[config.mk]
export PLATFORM = sky130hd
export DESIGN_NAME = rv32i_multicycle_ctrl_flat
export DESIGN_NICKNAME = d
export VERILOG_FILES = /design/src/rtl/be_pkg.sv /design/src/rtl/rv32i_multicycle_ctrl_if.sv /design/src/rtl/bus_watchdog.sv /design/src/rtl/rv32i_multicycle_ctrl.sv /design/src/flat_wrapper.sv
export SDC_FILE = /design/constraint.sdc
export NUM_CORES = 1
export LEC_CHECK = 0
export ABC_AREA = 1
export BUFFER_PORTS_ARGS = -buffer_cell sky130_fd_sc_hd__clkbuf_2
export CAP_MARGIN = 20
export CORE_UTILIZATION = 58
export CTS_CLUSTER_SIZE = 10
export DETAILED_ROUTE_END_ITERATION = 8
export PLACE_DENSITY = 0.86
export SLEW_MARGIN = 10
export SYNTH_ARGS = -nofsm -noshare
export SYNTH_HDL_FRONTEND = slang
export SYNTH_SLANG_ARGS = --single-unit
[constraint.sdc]
create_clock -name clk -period 5.3 [get_ports clk]
set_clock_uncertainty 0.05 [all_clocks]
set_input_delay 0.265 -clock clk [delete_from_list [all_inputs] [get_ports clk]]
set_output_delay 0.265 -clock clk [all_outputs]
set_load 0.01 [all_outputs]
[src/rtl/be_pkg.sv]
// Shared back-end types for the multi-cycle RV32I core:
// mnemonics, controller state and mux-select encodings.
package be_pkg;

  localparam int MEM_TIMEOUT_DEF = 16;

  typedef enum logic [5:0] {
    ILLEGAL,
    LUI, AUIPC, JAL, JALR,
    BEQ, BNE, BLT, BGE, BLTU, BGEU,
    LB, LH, LW, LBU, LHU,
    SB, SH, SW,
    ADDI, SLTI, SLTIU, XORI, ORI, ANDI,
    SLLI, SRLI, SRAI,
    ADD, SUB, SLL, SLT, SLTU,
    XOR, SRL, SRA, OR, AND,
    ECALL, EBREAK
  } RV32I_INSTRUCTION_MNEMONIC_t;

  typedef enum logic [2:0] {
    IDLE, FETCH, DECODE, EXECUTE,
    MEM, WRITEBACK, TRAP
  } ctrl_state_t;

  typedef enum logic {
    A_RS1, A_PC
  } alu_a_sel_t;

  typedef enum logic [1:0] {
    B_RS2, B_IMM, B_FOUR
  } alu_b_sel_t;

  typedef enum logic [1:0] {
    PC_PLUS4, PC_ALU, PC_BRANCH
  } pc_src_t;

  typedef enum logic [1:0] {
    WB_ALU, WB_MEM, WB_PC4
  } wb_sel_t;

  typedef enum logic [1:0] {
    CAUSE_NONE, CAUSE_ILLEGAL,
    CAUSE_BUS, CAUSE_HALT
  } trap_cause_t;

  function automatic logic is_load(
    input RV32I_INSTRUCTION_MNEMONIC_t m
  );
    return m inside {LB, LH, LW, LBU, LHU};
  endfunction

  function automatic logic is_store(
    input RV32I_INSTRUCTION_MNEMONIC_t m
  );
    return m inside {SB, SH, SW};
  endfunction

  function automatic logic is_branch(
    input RV32I_INSTRUCTION_MNEMONIC_t m
  );
    return m inside {BEQ, BNE, BLT,
                     BGE, BLTU, BGEU};
  endfunction

  function automatic logic is_jump(
    input RV32I_INSTRUCTION_MNEMONIC_t m
  );
    return m inside {JAL, JALR};
  endfunction

  function automatic logic is_system(
    input RV32I_INSTRUCTION_MNEMONIC_t m
  );
    return m inside {ECALL, EBREAK};
  endfunction

  function automatic logic uses_imm(
    input RV32I_INSTRUCTION_MNEMONIC_t m
  );
    return m inside {LUI, AUIPC, JAL, JALR,
                     ADDI, SLTI, SLTIU, XORI,
                     ORI, ANDI, SLLI, SRLI,
                     SRAI}
        || is_load(m) || is_store(m);
  endfunction

endpackage

[src/rtl/rv32i_multicycle_ctrl_if.sv]
// Unified memory-port handshake between the
// controller (master) and the memory (slave).
interface rv32i_multicycle_ctrl_if;
  logic mem_req;
  logic mem_we;
  logic mem_addr_sel;
  logic mem_ready;

  modport master (
    output mem_req, mem_we, mem_addr_sel,
    input  mem_ready
  );

  modport slave (
    input  mem_req, mem_we, mem_addr_sel,
    output mem_ready
  );
endinterface

[src/rtl/bus_watchdog.sv]
// Counts consecutive unacknowledged request cycles
// and flags expiry on the last allowed wait cycle.
module bus_watchdog #(
  parameter int TIMEOUT = 16
) (
  input  logic clk,
  input  logic rst_n,
  input  logic active,
  input  logic ready,
  output logic expired
);

  logic [7:0] cnt;

  always_ff @(posedge clk or negedge rst_n) begin
    if (!rst_n)
      cnt <= '0;
    else if (active && !ready)
      cnt <= cnt + 8'd1;
    else
      cnt <= '0;
  end

  // ready on the final cycle wins over expiry
  assign expired = active && !ready
                && (cnt == 8'(TIMEOUT - 1));

endmodule

[src/rtl/rv32i_multicycle_ctrl.sv]
// Multi-cycle RV32I control FSM: sequences the shared
// ALU, register file and unified memory port.
module rv32i_multicycle_ctrl
  import be_pkg::*;
#(
  parameter int MEM_TIMEOUT   = MEM_TIMEOUT_DEF,
  parameter int INSTRET_WIDTH = 32
) (
  input  logic                        clk,
  input  logic                        rst_n,
  input  logic                        run,
  input  RV32I_INSTRUCTION_MNEMONIC_t mnemonic,
  input  logic                        cond_jump,
  rv32i_multicycle_ctrl_if.master     mem,
  output logic                        ir_we,
  output logic                        ab_we,
  output logic                        alu_out_we,
  output alu_a_sel_t                  alu_a_sel,
  output alu_b_sel_t                  alu_b_sel,
  output logic                        pc_we,
  output pc_src_t                     pc_src,
  output logic                        reg_we,
  output wb_sel_t                     wb_sel,
  output ctrl_state_t                 state,
  output logic                        trap,
  output trap_cause_t                 trap_cause,
  output logic [INSTRET_WIDTH-1:0]    instret
);

  ctrl_state_t nxt;
  trap_cause_t nxt_cause;
  logic        retire;
  logic        expired;

  bus_watchdog #(
    .TIMEOUT (MEM_TIMEOUT)
  ) u_wdog (
    .clk     (clk),
    .rst_n   (rst_n),
    .active  (state == FETCH || state == MEM),
    .ready   (mem.mem_ready),
    .expired (expired)
  );

  always_comb begin
    mem.mem_req      = 1'b0;
    mem.mem_we       = 1'b0;
    mem.mem_addr_sel = 1'b0;
    ir_we      = 1'b0;
    ab_we      = 1'b0;
    alu_out_we = 1'b0;
    alu_a_sel  = A_RS1;
    alu_b_sel  = B_RS2;
    pc_we      = 1'b0;
    pc_src     = PC_PLUS4;
    reg_we     = 1'b0;
    wb_sel     = WB_ALU;
    retire     = 1'b0;
    nxt        = state;
    nxt_cause  = CAUSE_NONE;
    unique case (state)
      IDLE:
        if (run) nxt = FETCH;
      FETCH: begin
        mem.mem_req = 1'b1;
        if (mem.mem_ready) begin
          ir_we = 1'b1;
          nxt   = DECODE;
        end else if (expired) begin
          nxt       = TRAP;
          nxt_cause = CAUSE_BUS;
        end
      end
      DECODE: begin
        ab_we = 1'b1;
        if (mnemonic == ILLEGAL) begin
          nxt       = TRAP;
          nxt_cause = CAUSE_ILLEGAL;
        end else begin
          nxt = EXECUTE;
        end
      end
      EXECUTE: begin
        alu_out_we = 1'b1;
        alu_a_sel  = (mnemonic == AUIPC ||
                      mnemonic == JAL)
                   ? A_PC : A_RS1;
        alu_b_sel  = uses_imm(mnemonic)
                   ? B_IMM : B_RS2;
        unique case (1'b1)
          is_branch(mnemonic): begin
            pc_we  = 1'b1;
            pc_src = cond_jump
                   ? PC_BRANCH : PC_PLUS4;
            retire = 1'b1;
            nxt    = FETCH;
          end
          is_load(mnemonic),
          is_store(mnemonic):
            nxt = MEM;
          is_system(mnemonic): begin
            nxt       = TRAP;
            nxt_cause = CAUSE_HALT;
          end
          default:
            nxt = WRITEBACK;
        endcase
      end
      MEM: begin
        mem.mem_req      = 1'b1;
        mem.mem_addr_sel = 1'b1;
        mem.mem_we       = is_store(mnemonic);
        if (mem.mem_ready) begin
          if (is_store(mnemonic)) begin
            pc_we  = 1'b1;
            retire = 1'b1;
            nxt    = FETCH;
          end else begin
            nxt = WRITEBACK;
          end
        end else if (expired) begin
          nxt       = TRAP;
          nxt_cause = CAUSE_BUS;
        end
      end
      WRITEBACK: begin
        reg_we = 1'b1;
        pc_we  = 1'b1;
        retire = 1'b1;
        nxt    = FETCH;
        unique case (1'b1)
          is_load(mnemonic):
            wb_sel = WB_MEM;
          is_jump(mnemonic): begin
            wb_sel = WB_PC4;
            pc_src = PC_ALU;
          end
          default:
            wb_sel = WB_ALU;
        endcase
      end
      TRAP: ;
      default:
        nxt = IDLE;
    endcase
  end

  always_ff @(posedge clk or negedge rst_n) begin
    if (!rst_n) begin
      state      <= IDLE;
      trap       <= 1'b0;
      trap_cause <= CAUSE_NONE;
      instret    <= '0;
    end else begin
      state   <= nxt;
      instret <= instret
               + INSTRET_WIDTH'(retire);
      if (nxt == TRAP && state != TRAP) begin
        trap       <= 1'b1;
        trap_cause <= nxt_cause;
      end
    end
  end

endmodule

[src/flat_wrapper.sv]
// flat-port wrapper written by rule: the top's interface ports become plain ports
module rv32i_multicycle_ctrl_flat import be_pkg::*;
#(
  parameter int MEM_TIMEOUT   = MEM_TIMEOUT_DEF,
  parameter int INSTRET_WIDTH = 32
)
  (clk, rst_n, run, mnemonic, cond_jump, ir_we, ab_we, alu_out_we, alu_a_sel, alu_b_sel, pc_we, pc_src, reg_we, wb_sel, state, trap, trap_cause, instret, mem_mem_req, mem_mem_we, mem_mem_addr_sel, mem_mem_ready);
  rv32i_multicycle_ctrl_if mem_i ();
  input  logic clk;
  input  logic rst_n;
  input  logic run;
  input  RV32I_INSTRUCTION_MNEMONIC_t mnemonic;
  input  logic cond_jump;
  output logic ir_we;
  output logic ab_we;
  output logic alu_out_we;
  output alu_a_sel_t alu_a_sel;
  output alu_b_sel_t alu_b_sel;
  output logic pc_we;
  output pc_src_t pc_src;
  output logic reg_we;
  output wb_sel_t wb_sel;
  output ctrl_state_t state;
  output logic trap;
  output trap_cause_t trap_cause;
  output logic [INSTRET_WIDTH-1:0] instret;
  output wire logic [$bits(mem_i.mem_req)-1:0] mem_mem_req;
  output wire logic [$bits(mem_i.mem_we)-1:0] mem_mem_we;
  output wire logic [$bits(mem_i.mem_addr_sel)-1:0] mem_mem_addr_sel;
  input wire logic [$bits(mem_i.mem_ready)-1:0] mem_mem_ready;
  assign mem_mem_req = mem_i.mem_req;
  assign mem_mem_we = mem_i.mem_we;
  assign mem_mem_addr_sel = mem_i.mem_addr_sel;
  assign mem_i.mem_ready = mem_mem_ready;
  rv32i_multicycle_ctrl #(.MEM_TIMEOUT(MEM_TIMEOUT), .INSTRET_WIDTH(INSTRET_WIDTH)) u_core (.clk(clk), .rst_n(rst_n), .run(run), .mnemonic(mnemonic), .cond_jump(cond_jump), .mem(mem_i), .ir_we(ir_we), .ab_we(ab_we), .alu_out_we(alu_out_we), .alu_a_sel(alu_a_sel), .alu_b_sel(alu_b_sel), .pc_we(pc_we), .pc_src(pc_src), .reg_we(reg_we), .wb_sel(wb_sel), .state(state), .trap(trap), .trap_cause(trap_cause), .instret(instret));
endmodule
# Word-level counts from Yosys, hierarchy flattened
# Index checks and enable logic that the tools add are counted.
# word_totals
register_bits	46
inputBits	11
out_inout_bits	53
# op_classes
addsub	2
eq_ne	38
mux	36
reduce_logical	18
# op_table
cell	count
== test 6 x 5 -> 1 bit, second input constant	12
== test 6 x 4 -> 1 bit, second input constant	8
adder 32 x 1 -> 32 bit	1
== test 6 x 3 -> 1 bit, second input constant	4
case mux 3 bit (7 select lines)	1
two-way mux 3 bit	6
two-way mux 1 bit	16
two-way mux 2 bit	7
nonzero test 13 bit	1
== test 3 bit, second input constant	4
== test 6 x 2 -> 1 bit, second input constant	2
== test 6 bit, second input constant	2
case mux 3 bit (3 select lines)	1
adder 8 x 1 -> 8 bit, second input constant	1
== test 8 x 4 -> 1 bit, second input constant	1
two-way mux 8 bit	1
case mux 2 bit (2 select lines)	2
== test 3 x 2 -> 1 bit, second input constant	2
== test 6 x 1 -> 1 bit, second input constant	1
zero test 6 bit	1
case mux 2 bit (3 select lines)	1
nonzero test 6 bit	1
nonzero test 5 bit	1
logical OR 1 bit	4
other kinds (9)	13

# Depth between registers and ports, before layout
# depth
word_depth	9
depth_mapped	15
mapped_depth_nobuf	14

# Hierarchy
# From an unflattened synthesis, not the netlist that was laid out.
# hier_totals
cells_unflattened	300
area_unflattened_um2	2547.4
# modules_own_cells
module	n_inst	cells_each	area_per_inst_um2
rv32i_multicycle_ctrl	1	250	2142.1
bus_watchdog	1	50	405.4

# Worst setup path before layout
# Ideal clock, no wire load.
# synth_path
path_kind	register -> register
startpoint	register u_core.state[1]
endpoint	register u_core.instret[30]
setup_ns	0.125
arrival_time_ns	2.281
t_required_ns	5.125
setup_slack_ns	2.844
stages_incl_launch_ff	14
path_buffers	0
period_less_slack_ns	2.456
path_cell_list	dfrtp_1 > inv_1 > nand2_1 > nor2_1 > inv_1 > o211ai_1 > ha_1 > ha_1 > nand3_2 > nor2_4 > inv_2 > nor2_2 > nand3b_1 > xnor2_1
# synth_between
elab_chain_cells	3
elab_cells_between_ends	5
# synth_rtl
item	line	text
start: declaration	rv32i_multicycle_ctrl.sv:24	output ctrl_state_t state,
start signal: assignment	rv32i_multicycle_ctrl.sv:155	state <= nxt;
== test 3 bit or == test 3 x 2 -> 1 bit (tied branches)	n/a	
case mux 1 bit (3 select lines) *	n/a	
named net pc_we	flat_wrapper.sv:19	output logic pc_we;
adder 32 x 1 -> 32 bit *	rv32i_multicycle_ctrl.sv:157	+ INSTRET_WIDTH'(retire);
end signal: assignment	rv32i_multicycle_ctrl.sv:156	instret <= instret
end: declaration	rv32i_multicycle_ctrl.sv:27	output logic [INSTRET_WIDTH-1:0] instret
# The timed path passes the listed nets; every way through them passes the cells marked *.
# A chain may end at the register's enable or synchronous reset.

# Worst setup path after layout
# layout_path
startpoint	register u_core.state[2]
endpoint	register u_core.instret[30]
# layout_between
elab_chain_cells	3
elab_cells_between_ends	5
# layout_rtl
item	line	text
== test 3 bit or == test 3 x 2 -> 1 bit (tied branches)	rv32i_multicycle_ctrl.sv:61	unique case (state)
case mux 1 bit (3 select lines) *	rv32i_multicycle_ctrl.sv:61	
adder 32 x 1 -> 32 bit *	rv32i_multicycle_ctrl.sv:157	
# Every way passes the cells marked *; elsewhere a longest branch is shown, timed or not.

==> run metrics <==
outcome complete, no violations; vias in the first global route around 2.3k; clk_lat worst skew between 0.2 and 0.3 ns; wire per inst approximately 14 µm; # IOs between 60 and 70; hold_buf cts 1; Slew Limit Fails 0; Critical Setup Path Class flip-flop to flip-flop; share of cells above drive strength 1 0.2430; Leakage 1.630 nW; worst hold margin ~0.33 ns; # fillers 353; worst endpoint required time between 5 and 6 ns; total power approximately 0.00091 W; async set-reset flop share out of synthesis 1.000; Avg Cell Area, Syn 8.056 µm²; Final #Nets about 410; largest net degree at the start of global routing 27; final hold viol count 0; vias per inst between 5 and 6; Worst Setup SP u_core.state[2]; number of max-cap violations 0; CTS max path bufs 2; Worst EP arrival ~2.6 ns; synth unique cells 32; Slew @ Worst Pin 0.5439 ns; Post-Synthesis Cells about 330; Starting Density 0.6032; postcts setup bufs 0; most frequent cells in the layout 67 x nand2_1, 62 x clkbuf_2, 48 x nor2_1, 46 x dfrtp_1, 36 x inv_1; CTS Buf Count 5; area delta synth->final 17.96%; initial antenna violation count 0; gr ovfl total 0; hold depth 4; register area share after synthesis 0.4383; period utilisation layout 0.4684; GRT Total Usage 0.2633; Reg-to-Reg Start u_core.state[2]; GPL Wtd Cong a little over 0.9; first-pass GRT wire length between 10 and 15 mm; Mapped Nets 340; Critical Path End u_core.instret[30]; Port-buffer cells 62; crit end category flip-flop; Post-synth EDFFs 0; die area 4801 µm²; die width between 60 and 70 µm; commonest non-fill, non-tap cell in the layout nand2_1; H-tree depth 2; setup TNS 0 ns; FF-to-FF End u_core.instret[30]; final setup fails 0; row count 24; clock-pin transition on the worst setup and hold timing paths about 0.09 ns; R2R setup slack between 2 and 3 ns; Worst R2R Path Depth 13; Netlist Area Pre-Place roughly 2600 µm²; Synth Register Bits 46; Hold Crit Class input port to flip-flop; min Tclk post-route 2.483 ns; Power Density 292.4 nW/µm²; CTS root buffer clkbuf_8; drt pass-1 iters 4; Rel. slew slack 0.6374; Sink Count 46; Detail Route Antenna Nets 0; diode count 0; ys flop type dfrtp_1; DP Wirelength between 4 and 5 mm; DR DRC count 0; Synth warnings 0; Core ar. 4354 µm²; Vias ~2.5k; Post-CTS Resized 0; Startpoint Class flip-flop; RSZ-0062 raised after global routing false; Max VDD drop around 0.28 mV; final WL between 6 and 7 mm; die height between 60 and 70 µm; crit path max fanout 7; DRT iter0 DRCs approximately 120; CTS tree yes; FMAX slightly above 0.4 GHz
-- cell usage after synthesis (all sizes together) (2+ instances only) --
| master | instances | area (µm²) |
|---|---|---|
| buf | 2 | 12.51 |
| nand3b | 2 | 15.01 |
| nor3b | 3 | 22.52 |
| o211ai | 2 | 15.01 |
| nand2 | 70 | 270.3 |
| inv | 40 | 150.1 |
| ha | 3 | 37.54 |
| dfrtp | 46 | 1151 |
| nand4 | 9 | 56.30 |
| xnor2 | 8 | 70.07 |
| xor2 | 21 | 183.9 |
| nor3 | 17 | 132.6 |
| and3 | 3 | 20.02 |
| nand3 | 32 | 185.2 |
| a31oi | 2 | 12.51 |
| o21ai | 2 | 10.01 |
| nor2 | 54 | 222.7 |
| a21oi | 5 | 25.02 |
-- kinds of logic after synthesis --
family	share of synthesized area
DFF	0.4383
adders and majority gates	0.01429
buffers and inverters	0.06193
xor gates and xnor gates	0.09672
AOI/OAI and AO/OA	0.03287
other	0.001428
and+or+nand+nor	0.3545
-- through the flow --
step                      utilization  cell area [µm²]  setup WS [ns]  cells
final                          0.7115             3098          2.817    447
after global routing           0.7115             3098          2.539    447
after CTS                      0.7115             3098          2.818    447
after detailed placement       0.6911             3009          2.820    439
after global placement         0.6865             2989          2.923    438
after floorplan                     -             2626          2.844    326
-- state kept, by name (all words and copies together) (netlist names) --
register and flops:
u_core.trap_cause 2, u_core.trap 1, u_core.state 3, u_core.instret 32
u_core.u_wdog.cnt 8
-- how the worst min path moves through the flow --
stage                        startpoint                    to  slack, ns
after floorplan                   rst_n     u_core.instret[0]      -0.08
after global placement      u_core.trap           u_core.trap       0.40
after detailed placement          rst_n    u_core.instret[17]       0.22
after CTS                 mem_mem_ready  u_core.u_wdog.cnt[3]       0.31
after global routing      mem_mem_ready  u_core.u_wdog.cnt[3]       0.34
final                     mem_mem_ready  u_core.u_wdog.cnt[3]       0.33
-- critical path, stage by stage, from the launching register on --
cell,delay (ns)
dfrtp_1,0.43
inv_2,0.12
nand3_1,0.12
inv_1,0.16
nand3_1,0.12
o211ai_1,0.13
ha_1,0.24
ha_1,0.24
nand3_2,0.16
nor2_4,0.18
inv_2,0.06
nor2_2,0.14
nand3b_1,0.10
xnor2_1,0.13
-- area by class of cell --
type,instances,area [µm²],share of cell area
Timing Repair Buffer,64,340.3,0.1099
Clock inverter,2,10.01,0.003231
Sequential cell,46,1151,0.3716
Clock buffer,5,68.82,0.02221
Inverter,40,150.1,0.04847
Tap cell,52,65.06,0.02100
Multi-Input combinational cell,238,1313,0.4237
-- metal layers --
layer  GRT usage  up-vias  share of wire
met5           0        -              0
met4     0.08844        0          0.032
met3     0.05233       18          0.053
met2      0.4639       91           0.50
met1      0.3212     1160           0.42
li1            -     1188              -
-- power breakdown --
part	internal [W]	switching, W	leakage, nW
clock	0.0000887	0.000115	0.0438
combinational	0.0000896	0.000169	0.996
sequential	0.000392	0.0000516	0.591
(Power assumes the default switching activity.)
